<file path="src/rtl/prs_conf_loader.sv">
// Program-stream configuration loader: unpacks 512-bit beats into eight 64-bit
// records, one per cycle, and issues action/CAM config writes.
module prs_conf_loader #(
  parameter int PROG_DATA_W     = 512,
  parameter int ACT_CONF_DATA_W = 32,
  parameter int ACT_CONF_ADDR_W = 10,
  parameter int CAM_CONF_DATA_W = 64,
  parameter int CAM_CONF_ADDR_W = 10
) (
  input  logic                       clk,
  input  logic                       rst,
  input  logic [PROG_DATA_W-1:0]     prog_tdata,
  input  logic [PROG_DATA_W/8-1:0]   prog_tkeep,
  input  logic                       prog_tvalid,
  input  logic                       prog_tlast,
  output logic                       prog_tready,
  output logic                       act_conf_wr_en,
  output logic [ACT_CONF_ADDR_W-1:0] act_conf_addr,
  output logic [ACT_CONF_DATA_W-1:0] act_conf_data,
  output logic                       cam_conf_wr_en,
  output logic [CAM_CONF_ADDR_W-1:0] cam_conf_addr,
  output logic [CAM_CONF_DATA_W-1:0] cam_conf_data,
  output logic                       load_done,
  output logic [15:0]                err_cnt,
  output logic                       busy
);

  localparam int LANES = 8;

  typedef enum logic {IDLE, SCAN} state_t;

  state_t                      state_p0, state_nxt;
  logic [2:0]                  lane_p0;
  logic [PROG_DATA_W-1:0]      beat_p0;
  logic [LANES-1:0]            lane_ok_p0;
  logic                        last_p0;
  logic                        cam_pend_p0;
  logic [CAM_CONF_ADDR_W-1:0]  cam_addr_p0;

  logic [LANES-1:0] keep_lanes;
  logic             accept;
  logic             scan;
  logic [63:0]      lane_word;
  logic             lane_vld;
  logic [1:0]       rec_type;
  logic             act_hit, cam_hit, hdr_hit, rsv_hit;
  logic             pend_after, final_lane, orphan, err_inc;

  function automatic logic [15:0] sat_inc(input logic [15:0] v);
    return (v == 16'hFFFF) ? v : v + 16'd1;
  endfunction

  always_comb begin
    keep_lanes = '0;
    for (int i = 0; i < LANES; i++) keep_lanes[i] = &prog_tkeep[8*i +: 8];
  end

  assign prog_tready = (state_p0 == IDLE);
  assign accept      = prog_tvalid && prog_tready;
  assign scan        = (state_p0 == SCAN);
  assign busy        = (state_p0 != IDLE) || cam_pend_p0;

  // Record decode for the lane under evaluation
  assign lane_word  = beat_p0[{lane_p0, 6'd0} +: 64];
  assign lane_vld   = scan && lane_ok_p0[lane_p0];
  assign rec_type   = lane_word[63:62];
  assign act_hit    = lane_vld && !cam_pend_p0 && (rec_type == 2'b01);
  assign hdr_hit    = lane_vld && !cam_pend_p0 && (rec_type == 2'b10);
  assign rsv_hit    = lane_vld && !cam_pend_p0 && (rec_type == 2'b11);
  assign cam_hit    = lane_vld && cam_pend_p0;
  assign pend_after = hdr_hit ? 1'b1 : (cam_hit ? 1'b0 : cam_pend_p0);
  assign final_lane = scan && (lane_p0 == 3'd7) && last_p0;
  // A header left without its data at the end of the image is malformed
  assign orphan     = final_lane && pend_after;
  assign err_inc    = rsv_hit || orphan;

  always_comb begin
    state_nxt = state_p0;
    case (state_p0)
      IDLE:    if (accept) state_nxt = SCAN;
      SCAN:    if (lane_p0 == 3'd7) state_nxt = IDLE;
      default: state_nxt = IDLE;
    endcase
  end

  always_ff @(posedge clk) begin
    if (rst) state_p0 <= IDLE;
    else     state_p0 <= state_nxt;
  end

  // Beat capture stage
  always_ff @(posedge clk) begin
    if (accept) begin
      beat_p0    <= prog_tdata;
      lane_ok_p0 <= keep_lanes;
      last_p0    <= prog_tlast;
    end
  end

  // Lane evaluation -> registered write stage
  always_ff @(posedge clk) begin
    if (rst) begin
      lane_p0        <= 3'd0;
      cam_pend_p0    <= 1'b0;
      cam_addr_p0    <= '0;
      act_conf_wr_en <= 1'b0;
      act_conf_addr  <= '0;
      act_conf_data  <= '0;
      cam_conf_wr_en <= 1'b0;
      cam_conf_addr  <= '0;
      cam_conf_data  <= '0;
      load_done      <= 1'b0;
      err_cnt        <= 16'd0;
    end else begin
      if (accept)    lane_p0 <= 3'd0;
      else if (scan) lane_p0 <= lane_p0 + 3'd1;
      cam_pend_p0    <= orphan ? 1'b0 : pend_after;
      if (hdr_hit) cam_addr_p0 <= lane_word[48 +: CAM_CONF_ADDR_W];
      act_conf_wr_en <= act_hit;
      if (act_hit) begin
        act_conf_addr <= lane_word[48 +: ACT_CONF_ADDR_W];
        act_conf_data <= lane_word[0 +: ACT_CONF_DATA_W];
      end
      cam_conf_wr_en <= cam_hit;
      if (cam_hit) begin
        cam_conf_addr <= cam_addr_p0;
        cam_conf_data <= lane_word[0 +: CAM_CONF_DATA_W];
      end
      load_done <= final_lane;
      if (err_inc) err_cnt <= sat_inc(err_cnt);
    end
  end

endmodule

</file>
<file path="config.mk">
export PLATFORM = sky130hd
export DESIGN_NAME = prs_conf_loader
export DESIGN_NICKNAME = d
export VERILOG_FILES = /design/src/rtl/prs_conf_loader.sv
export SDC_FILE = /design/constraint.sdc
export NUM_CORES = 1
export LEC_CHECK = 0
export ABC_CLOCK_PERIOD_IN_PS = 59900
export BUFFER_PORTS_ARGS = -buffer_cell sky130_fd_sc_hd__buf_4
export CAP_MARGIN = 30
export CORE_AREA = 2 2 278 280
export DETAILED_ROUTE_END_ITERATION = 12
export DIE_AREA = 0 0 280 282
export GPL_TIMING_DRIVEN = 0
export SLEW_MARGIN = 30
export SYNTH_ARGS = -nofsm -noshare
export SYNTH_HDL_FRONTEND = slang
export SYNTH_SLANG_ARGS = --single-unit
export TNS_END_PERCENT = 5
</file>
<file path="constraint.sdc">
create_clock -name clk -period 59.9 [get_ports clk]
set_clock_uncertainty 0.05 [all_clocks]
set_input_delay 2.995 -clock clk [delete_from_list [all_inputs] [get_ports clk]]
set_output_delay 2.995 -clock clk [all_outputs]
set_load 0.05 [all_outputs]
</file>
==> results by group, run 1 <==
Status
  • Status: finished clean

Die
  • Io pins: 717
  • Die W: 280 µm
  • Initial core utilization: between 30 and 40%
  • DIE HEIGHT: roughly 280 µm
  • Die area: 79000 µm²
  • Num rows: approximately 100
  • Core Area: 75700 µm²

Synthesis
  • Commonest cells post-synth: edfxtp_1, dfxtp_1, nor2_1, mux4_2, a211oi_1
  • Yosys top cell by area: edfxtp_1
  • Distinct cell type count after synthesis: 38
  • Yosys warns: 0
  • Seq/Total Area, Yosys: 75.0%
  • Post-synth EDFFs: around 520
  • Cells after Synth: 1359
  • Post-synth top area share: 62.9%
  • Synthesis-stage register bit count: 671
  • Synth top area cells: edfxtp_1, dfxtp_1, mux4_2
  • Synth Cell Area: approximately 25000 µm²
  • Count leader, synth: edfxtp_1
  • Top FF cell, synth: edfxtp_1
  • Avg Cell Area, Syn: 18.3 µm²
  • Synth Net Count: 1942
  • Async S/R FF share, synth: 0%

Power and ir drop
  • Power Density: 31.8 nW/µm²
  • Leakage power figure: about 13 nW
  • VDD IR max: about 32 µV

CTS
  • Number of setup buffers added after CTS: 0
  • Clk_lat worst skew: 0.62 ns
  • Num Clock Sinks: 671
  • CTS buffer count: 77
  • Reg clk slew, reported paths: roughly 0.060 ns
  • Clk buf depth: 3
  • # hold bufs at CTS: 0
  • Clock root cell: clkbuf_16
  • H-tree Lvls: 3
  • Post-CTS sizing: 0
  • TritonCTS clock tree: yes

Placed design
  • DPL Wire Length: around 62000 µm
  • Routability cong.: approximately 0.85
  • Inst Count DP: 3078
  • I/O Buffers: just over 700

Timing
  • Final Setup Violations: 0
  • Slew headroom: 35.0%
  • Final hold vios: 0
  • Setup TNS: 0 ns
  • Peak Freq: 202 MHz
  • Unrepaired setup endpoints after global routing: no
  • Final Cycle Share: 8.27%
  • Worst-margin pin slew: about 1 ns
  • Final min period: roughly 5.0 ns
  • Pins over their slew limit: 0

Detailed routing
  • DRT Wirelength: 80700 µm
  • DR vias/cell: 4.91
  • Antenna viol nets, final: 0
  • DRC: 0
  • Drt pass-1 iters: 5
  • Initial DRC count: ~1200
  • Via count: 15900
  • Post-DR wirelength/cell: 25.0 µm

Layout
  • Share of layout cells above drive strength 1: between 40 and 50%
  • Area Growth Syn to Fin: 40.0%
  • Non-Filler Instances: 3230
  • # nets final: ~2800
  • Fill cells: 6582

Global route
  • Overflow after GRT: 0
  • First-pass GRT wire length: 113000 µm
  • Number of global-route vias before repair: 16600
  • Tot GR Track Use: 19.8%
  • Largest net degree at the start of global routing: 29
  • Initial antenna violation count: 8

Critical path
  • Critical path class: in -> reg
  • Required time worst endpoint: 60.15 ns
  • Worst-path maximum fanout: 27
  • Crit path DAT: between 5 and 6 ns
  • Startpoint types: input pin
  • CP Capture Type: flop

Run
  • Maxcap violations: 0

Hold path
  • Min-delay worst type: reg -> reg
-- per-layer routing --
| metal | vias to the layer above | wire, µm | part of all wire, % | global-route usage (%) |
|---|---|---|---|---|
| met5 | - | 0 | 0 | 0 |
| met4 | 0 | 2440 | 3.0 | 7.01 |
| met3 | 131 | 5050 | 6.2 | 4.28 |
| met2 | 619 | 41300 | 51 | 34.1 |
| met1 | 7983 | 31900 | 40 | 24.5 |
| li1 | 7118 | - | - | - |
-- registers in the layout (all words and copies together) (netlist names), 8 cells and up --
signal	flops
beat_p0	512
cam_conf_data	64
act_conf_data	32
err_cnt	16
act_conf_addr	10
cam_addr_p0	10
cam_conf_addr	10
lane_ok_p0	8
-- placed cells by master (no fill, tap or decap), types with 30 or more instances in the layout --
| cell | count |
|---|---|
| dfxtp_1 | 150 |
| mux2i_1 | 66 |
| nor2_1 | 138 |
| clkbuf_1 | 72 |
| buf_4 | 717 |
| mux4_2 | 128 |
| clkbuf_16 | 80 |
| edfxtp_1 | 521 |
| nand2_1 | 30 |
| a211oi_1 | 116 |
-- cells by family after synthesis --
| family | Yosys count | synth area share (%) |
|---|---|---|
| fa+ha+maj | 3 | 0.151 |
| compound gates | 162 | 4.64 |
| simple gates | 233 | 4.19 |
| mux | 198 | 14.4 |
| buf+inv | 92 | 1.56 |
| flops | 671 | 75.0 |
-- worst paths after layout --
check,startpoint,endpoint,slack (ns),depth (start not counted)
max,prog_tvalid,beat_p0[204],54.94,10
min,cam_addr_p0[5],cam_conf_addr[5],0.41,2
max reg2reg,lane_p0[0],act_conf_data[24],56.26,8
min reg2reg,cam_addr_p0[5],cam_conf_addr[5],0.41,2
-- worst max-delay path: stages --
cell     delay (ns)
buf_4          0.10
nor2b_4        0.51
buf_16         0.24
buf_16         0.19
buf_16         0.18
buf_16         0.18
buf_16         0.18
buf_8          0.17
buf_8          0.19
buf_16         0.20
-- final cells by class --
| class | count | area, µm² | share of cell area, % |
|---|---|---|---|
| clock buffers | 117 | 2280 | 6.56 |
| diodes | 9 | 22.5 | 0.0647 |
| clock inverters | 26 | 330 | 0.950 |
| well taps | 978 | 1220 | 3.52 |
| multi-input cells | 596 | 5830 | 16.8 |
| inverters | 5 | 18.8 | 0.0540 |
| plain buffers | 87 | 375 | 1.08 |
| repair buffers | 741 | 6060 | 17.4 |
| flip-flops and latches | 671 | 18600 | 53.6 |
-- report_power, final --
group	switching, mW	internal [mW]
registers	0.00685	0.530
logic	0.0431	0.0504
clock network	0.195	0.280
-- per-stage QoR --
step	area, µm²	util (%)	power (mW)	setup WS (ns)	hold slack (ns)
floorplan	24900	-	0.604	32.20	0.382
global placement	31400	41.5	0.658	23.61	0.395
detailed placement	32200	42.5	0.642	54.31	0.401
CTS	34800	45.9	1.12	54.97	0.406
global route	34800	46.0	1.14	54.86	0.426
finish	34800	46.0	1.10	54.94	0.409
Note: power is estimated with default switching activity, not from simulation.
==> inputs of run 2 (changes only) <==
ABC_CLOCK_PERIOD_IN_PS = 4400   (was 59900)
clock period = 4.4 ns   (was 59.9 ns; I/O delays follow)
==> results by group, run 2 (same netlist as run 1, synthesis figures left out) <==
Status
  • Status: finished clean

Die
  • Die area: 79000 µm² (unchanged)
  • Core Area: 75700 µm² (unchanged)
  • Io pins: 717 (unchanged)
  • DIE HEIGHT: 282 µm (unchanged)
  • Die W: 280 µm (unchanged)
  • Initial core utilization: 32.8% (unchanged)
  • Num rows: 101 (unchanged)

Power and ir drop
  • VDD IR max: 277 µV (+750%)
  • Leakage power figure: 14.9 nW (+18%)
  • Net switching power: 3.52 mW (+1300%)
  • Power Density: 386 nW/µm² (+1100%)
  • Switching portion of total power: 22.7% (+0.57 points)
  • Register share of total power: 47.2% (-1.4 points)
  • Combinational share of power: 11.1% (+2.6 points)
  • Part of the power in the clock network: 41.7% (-1.2 points)
  • Internal power: 12.0 mW (+1300%)

Run
  • Maxcap violations: 0 (unchanged)

Timing
  • Final Setup Violations: 0 (unchanged)
  • Worst-margin pin slew: 0.985 ns (+0.0100 ns)
  • Pins over their slew limit: 0 (unchanged)
  • Slew headroom: 34.3% (-0.67 points)
  • Unrepaired setup endpoints after global routing: no
  • Final hold vios: 0 (unchanged)
  • Final min period: 3.66 ns
  • Final Cycle Share: 83.2%
  • Peak Freq: 273 MHz

Placed design
  • Routability cong.: 0.832 (-1.8%)
  • Placed cell areas: 32200 µm² (about the same)
  • Inst Count DP: 3078 (unchanged)
  • I/O Buffers: 715 (unchanged)
  • DPL Wire Length: 63400 µm (+1.6%)

CTS
  • H-tree Lvls: 3 (unchanged)
  • Clk buf depth: 3 (unchanged)
  • TritonCTS clock tree: yes
  • Clk_lat worst skew: 0.64 ns (+0.02 ns)
  • Clock root cell: clkbuf_16
  • CTS buffer count: 74 (-3.9%)
  • Num Clock Sinks: 671 (unchanged)
  • Number of setup buffers added after CTS: 0 (unchanged)
  • Post-CTS sizing: 0 (unchanged)
  • Reg clk slew, reported paths: 0.07 ns (about the same)
  • # hold bufs at CTS: 538 (+538)

Critical path
  • CP Capture Type: flop
  • Required time worst endpoint: 4.81 ns (-55.34 ns)
  • Worst-path maximum fanout: 10 (-63%)
  • Critical path, cell by cell: buf_4 -> mux4_2 -> mux2i_1 -> nand2_1 -> nor3_1 -> buf_2 -> buf_1 -> a211oi_1
  • Worst r2r src: lane_p0[0]
  • R2r setup slk: 0.74 ns (-55.52 ns)
  • Crit-path slowest cell: buf_1
  • Startpoint types: flop
  • R2r endpoint: act_conf_addr[2]
  • Worst r2r path cells: 8 (unchanged)
  • Slowest stage delay, CP: 0.70 ns (+0.19 ns)
  • Crit path DAT: 4.07 ns (-1.14 ns)
  • Critical Path Start: lane_p0[0]
  • Critical path class: reg -> reg

Global route
  • Number of global-route vias before repair: 19900 (+20%)
  • Tot GR Track Use: 22.4% (+2.6 points)
  • Largest net degree at the start of global routing: 28 (-3.4%)
  • First-pass GRT wire length: 129000 µm (+14%)
  • Overflow after GRT: 0 (unchanged)
  • Initial antenna violation count: 12 (+4)

Layout
  • Area Growth Syn to Fin: 61.6%
  • Non-Filler Instances: 3765 (+17%)
  • # nets final: 3297 (+19%)
  • Max FFs per register: 512 (unchanged)
  • Commonest non-fill, non-tap cell in the layout: buf_4
  • Cell area after layout: 40200 µm² (+15%)
  • Share of layout cells above drive strength 1: 36.9% (-8.9 points)
  • Biggest regs: beat_p0 (512), cam_conf_data (64), act_conf_data (32)
  • Largest Register: beat_p0
  • Commonest cells after routing, fill and taps aside: buf_4, dlygate4sd3_1, edfxtp_1
  • Fill cells: 5917 (-10%)

Hold path
  • Hold worst-path end: beat_p0[33]
  • Hold path start: prog_tdata[33]
  • Hold depth: 2 (unchanged)
  • Min-delay worst type: in -> reg

Detailed routing
  • Drt pass-1 iters: 5 (unchanged)
  • DR vias/cell: 4.92 (+0.20%)
  • DRT Wirelength: 90900 µm (+13%)
  • Via count: 18500 (+17%)
  • Initial DRC count: 1187 (+3.1%)
  • Antenna viol nets, final: 0 (unchanged)
  • Post-DR wirelength/cell: 24.2 µm (-3.3%)
  • DRC: 0 (unchanged)
-- run 2: worst max-delay path: cells and delay by family (launching register included) --
kind | cells | cell delay [ns]
multiplexers | 2 | 0.83
AND/OR/NAND/NOR | 2 | 0.74
buffers and inverters | 3 | 1.36
AO/OA/AOI/OAI | 1 | 0.17
flip-flops | 1 | 0.33
-- run 2: area by class of cell --
class,instances,area [µm²],share of cell area (%)
Antenna cell,11,27.5,0.0685
Buffer,87,385,0.959
Clock buffer,99,2070,5.15
Clock inverter,39,507,1.26
Inverter,5,18.8,0.0467
Multi-Input combinational cell,596,5830,14.5
Sequential cell,671,18600,46.4
Tap cell,978,1220,3.05
Timing Repair Buffer,1279,11500,28.5
-- run 2: through the flow --
step / setup WS (ns) / hold slack (ns) / total power [mW] / utilization (%) / TNS, ns
global placement: -6.83 / 0.348 / 8.70 / 41.6 / -3520.98
floorplan: -4.20 / 0.269 / 8.02 / - / -2193.97
finish: 0.740 / 0.238 / 15.5 / 53.1 / 0
detailed placement: 0.559 / 0.349 / 8.75 / 42.5 / 0
CTS: 0.551 / 0.189 / 15.6 / 53.0 / 0
global route: 0.598 / 0.210 / 16.0 / 53.0 / 0
-- run 2: how the worst max path moves through the flow --
stage,to
after floorplan,beat_p0[0]
after global placement,beat_p0[400]
after detailed placement,act_conf_data[28]
after CTS,act_conf_data[28]
after global routing,act_conf_data[26]
final,act_conf_addr[2]
-- run 2: power by group through the flow --
stage / registers, mW / logic [mW] / clock network (mW)
6_report: 7.31 / 1.72 / 6.47
5_1_grt: 7.33 / 1.82 / 6.82
4_1_cts: 7.31 / 1.72 / 6.56
3_5_place_dp: 7.44 / 1.31 / 0
3_3_place_gp: 7.54 / 1.16 / 0
2_1_floorplan: 7.54 / 0.489 / 0
-- run 2: per-layer routing --
layer,vias up,routed length [µm],share of wire [%],GRT usage [%]
met3,213,5410,5.9,5.04
met2,762,47400,52,39.3
met1,9331,34600,38,26.5
met5,-,37,0.041,0
li1,8202,-,-,-
met4,6,3590,3.9,9.24
==> inputs of run 3 (changes only) <==
ABC_AREA = 1   (was default)
ABC_CLOCK_PERIOD_IN_PS = 3600   (was 4400)
CORE_AREA = 2 2 282 284   (was 2 2 278 280)
DIE_AREA = 0 0 284 286   (was 0 0 280 282)
clock period = 3.6 ns   (was 4.4 ns; I/O delays follow)
==> results by group, run 3 <==
Status
  • Status: finished clean

Die
  • Num rows: 103 (+2.0%)
  • DIE HEIGHT: 286 µm (+1.4%)
  • Die area: 81200 µm² (+2.9%)
  • Core Area: 78400 µm² (+3.5%)
  • Die W: 284 µm (+1.4%)
  • Initial core utilization: 32.8% (-0.075 points)
  • Io pins: 717 (unchanged)

Timing
  • Peak Freq: 312 MHz (+14%)
  • Final Setup Violations: 0 (unchanged)
  • Final hold vios: 0 (unchanged)
  • Final Hold Slack: 0.109 ns (-0.129 ns)
  • Slew headroom: 33.0% (-1.4 points)
  • Worst-margin pin slew: 1.00 ns (+0.0158 ns)
  • Unrepaired setup endpoints after global routing: no
  • Final min period: 3.21 ns (-0.455 ns)
  • Pins over their slew limit: 0 (unchanged)
  • Final Cycle Share: 89.0% (+5.9 points)
  • Setup ws final: 0.395 ns (-0.345 ns)

Layout
  • Max FFs per register: 512 (unchanged)
  • Commonest non-fill, non-tap cell in the layout: buf_4
  • Biggest regs: beat_p0 (512), cam_conf_data (64), act_conf_data (32)
  • Area Growth Syn to Fin: 60.4%
  • # nets final: 4126 (+25%)
  • Share of layout cells above drive strength 1: 26.4% (-10 points)
  • Fill cells: 6688 (+13%)
  • Largest Register: beat_p0
  • Commonest cells after routing, fill and taps aside: buf_4, dlygate4sd3_1, edfxtp_1

Global route
  • Overflow after GRT: 0 (unchanged)
  • Initial antenna violation count: 30 (+18)
  • Gr busiest metal: met2
  • M3 GR Usage: 4.39% (-0.65 points)
  • Grt met2 use: 43.5% (+4.2 points)
  • Number of global-route vias before repair: 23800 (+20%)
  • Largest net degree at the start of global routing: 25 (-11%)
  • First-pass GRT wire length: 154000 µm (+20%)
  • Global Route met1 Usage: 32.8% (+6.3 points)
  • Tot GR Track Use: 25.7% (+3.4 points)

CTS
  • Reg clk slew, reported paths: 0.06 ns (about the same)
  • CTS buffer count: 76 (+2.7%)
  • H-tree Lvls: 3 (unchanged)
  • Clk_lat worst skew: 0.65 ns (about the same)
  • Num Clock Sinks: 671 (unchanged)
  • Clk buf depth: 3 (unchanged)
  • TritonCTS clock tree: yes
  • Clock root cell: clkbuf_16
  • Number of setup buffers added after CTS: 0 (unchanged)

Detailed routing
  • Antenna viol nets, final: 0 (unchanged)
  • DRC: 0 (unchanged)
  • Initial DRC count: 2088 (+76%)
  • Post-DR wirelength/cell: 23.1 µm (-4.2%)
  • Drt pass-1 iters: 8 (+3)
  • DR vias/cell: 4.98 (+1.2%)
  • DRT Wirelength: 108000 µm (+19%)
  • Via count: 23300 (+26%)

Power and ir drop
  • Register share of total power: 46.7% (-0.5 points)
  • Combinational share of power: 11.5% (+0.4 points)
  • Power Density: 462 nW/µm² (+20%)
  • Part of the power in the clock network: 41.8% (about the same)
  • Internal power: 14.5 mW (+21%)
  • Switching portion of total power: 24.0% (+1.3 points)
  • Net switching power: 4.57 mW (+30%)
  • VDD IR max: 341 µV (+23%)
  • Leakage power figure: 16.4 nW (+10%)

Critical path
  • Required time worst endpoint: 4.10 ns (-0.71 ns)
  • Critical path class: reg -> reg
  • Crit path DAT: 3.70 ns (-0.37 ns)
  • Startpoint types: flop
  • CP Capture Type: flop
  • Worst r2r path cells: 9 (+1)
  • Worst-path maximum fanout: 10 (unchanged)

Synthesis
  • Yosys top cell by area: edfxtp_1
  • Distinct cell type count after synthesis: 33 (-13%)
  • Count leader, synth: edfxtp_1
  • Seq/Total Area, Yosys: 72.6% (-2.4 points)
  • Commonest cells post-synth: edfxtp_1, nor2_1, o21ai_0, nand2_1, dfxtp_1
  • Cells after Synth: 2182 (+61%)
  • Synthesis-stage register bit count: 671 (unchanged)
  • Avg Cell Area, Syn: 11.8 µm² (-36%)
  • Async S/R FF share, synth: 0% (unchanged)
  • Post-synth top area share: 60.9% (-2.0 points)
  • Top FF cell, synth: edfxtp_1
  • Synth Net Count: 2765 (+42%)
  • Synth top area cells: edfxtp_1, dfxtp_1, o21ai_0
  • Yosys warns: 0 (unchanged)
  • Post-synth EDFFs: 521 (unchanged)
  • Synth Cell Area: 25700 µm² (+3.3%)

Placed design
  • Placement Setup Slack: 0.350 ns (-0.209 ns)
  • DPL Wire Length: 77300 µm (+22%)
  • Routability cong.: 0.877 (+5.4%)
  • I/O Buffers: 716 (+0.14%)

Hold path
  • Hold depth: 3 (+1)
  • Min-delay worst type: in -> reg

Run
  • Maxcap violations: 0 (unchanged)
run 3: timing repair:
item,in CTS,in global routing
hold endpoints to repair,522,0
resized for setup,0,0
hold buffers,538,0
run 3: cell type report:
class                   count  area [µm²]  area share, %
diodes                     29        72.6          0.176
multi-input cells        1319        6190           15.0
repair buffers           1283       11500           28.0
plain buffers             145         673           1.63
clock inverters            35         438           1.06
well taps                1050        1310           3.19
inverters                  47         176          0.428
clock buffers             105        2140           5.20
flip-flops and latches    671       18600           45.3
run 3: cell families (layout without fill, tap and decap cells):
logic type	Yosys count	count (layout)	synth area share, %
flip-flops	671	671	72.6
AND/OR/NAND/NOR	744	744	11.7
buffers and inverters	192	1615	3.27
other	0	29	0
AO/OA/AOI/OAI	572	572	12.2
adder cells (fa/ha/maj)	3	3	0.146
run 3: metal layers:
metal	vias up	part of all wire (%)	wire (µm)
met4	0	4.1	4450
li1	10600	-	-
met2	1192	49	53000
met3	258	7.2	7810
met5	-	0	0
met1	11300	40	43100
run 3: final timing paths:
check | slack [ns] | from | to
min | 0.11 | rst | cam_conf_data[24]
max | 0.39 | lane_p0[1] | act_conf_addr[5]
max reg2reg | 0.39 | lane_p0[1] | act_conf_addr[5]
min reg2reg | 0.42 | act_conf_addr[2] | act_conf_addr[2]
run 3: worst max-delay path, stage by stage, from the launching register on:
cell      delay (ns)
dfxtp_1         0.34
buf_6           0.14
buf_2           0.40
clkbuf_1        0.66
o21ai_0         0.21
o22ai_1         0.25
nor2_1          0.06
a31oi_1         0.75
nand2_1         0.11
a21oi_1         0.14
run 3: power by group through the flow:
stage	combinational, mW	clock, mW	sequential, mW
5_1_grt	2.33	8.36	8.90
4_1_cts	2.16	8.04	8.87
6_report	2.19	7.96	8.88
3_3_place_gp	1.50	0	9.17
3_5_place_dp	1.65	0	9.03
2_1_floorplan	0.557	0	9.15
run 3: metrics by stage:
stage | utilization [%] | power, mW | cells | TNS, ns | area, µm²
after detailed placement | 42.3 | 10.7 | 3977 | 0 | 33100
after floorplan | - | 9.71 | 2182 | -2588.02 | 25700
after global routing | 52.5 | 19.6 | 4679 | 0 | 41200
after global placement | 41.3 | 10.7 | 3948 | -4364.40 | 32400
after CTS | 52.5 | 19.1 | 4655 | 0 | 41100
final | 52.5 | 19.0 | 4684 | 0 | 41200
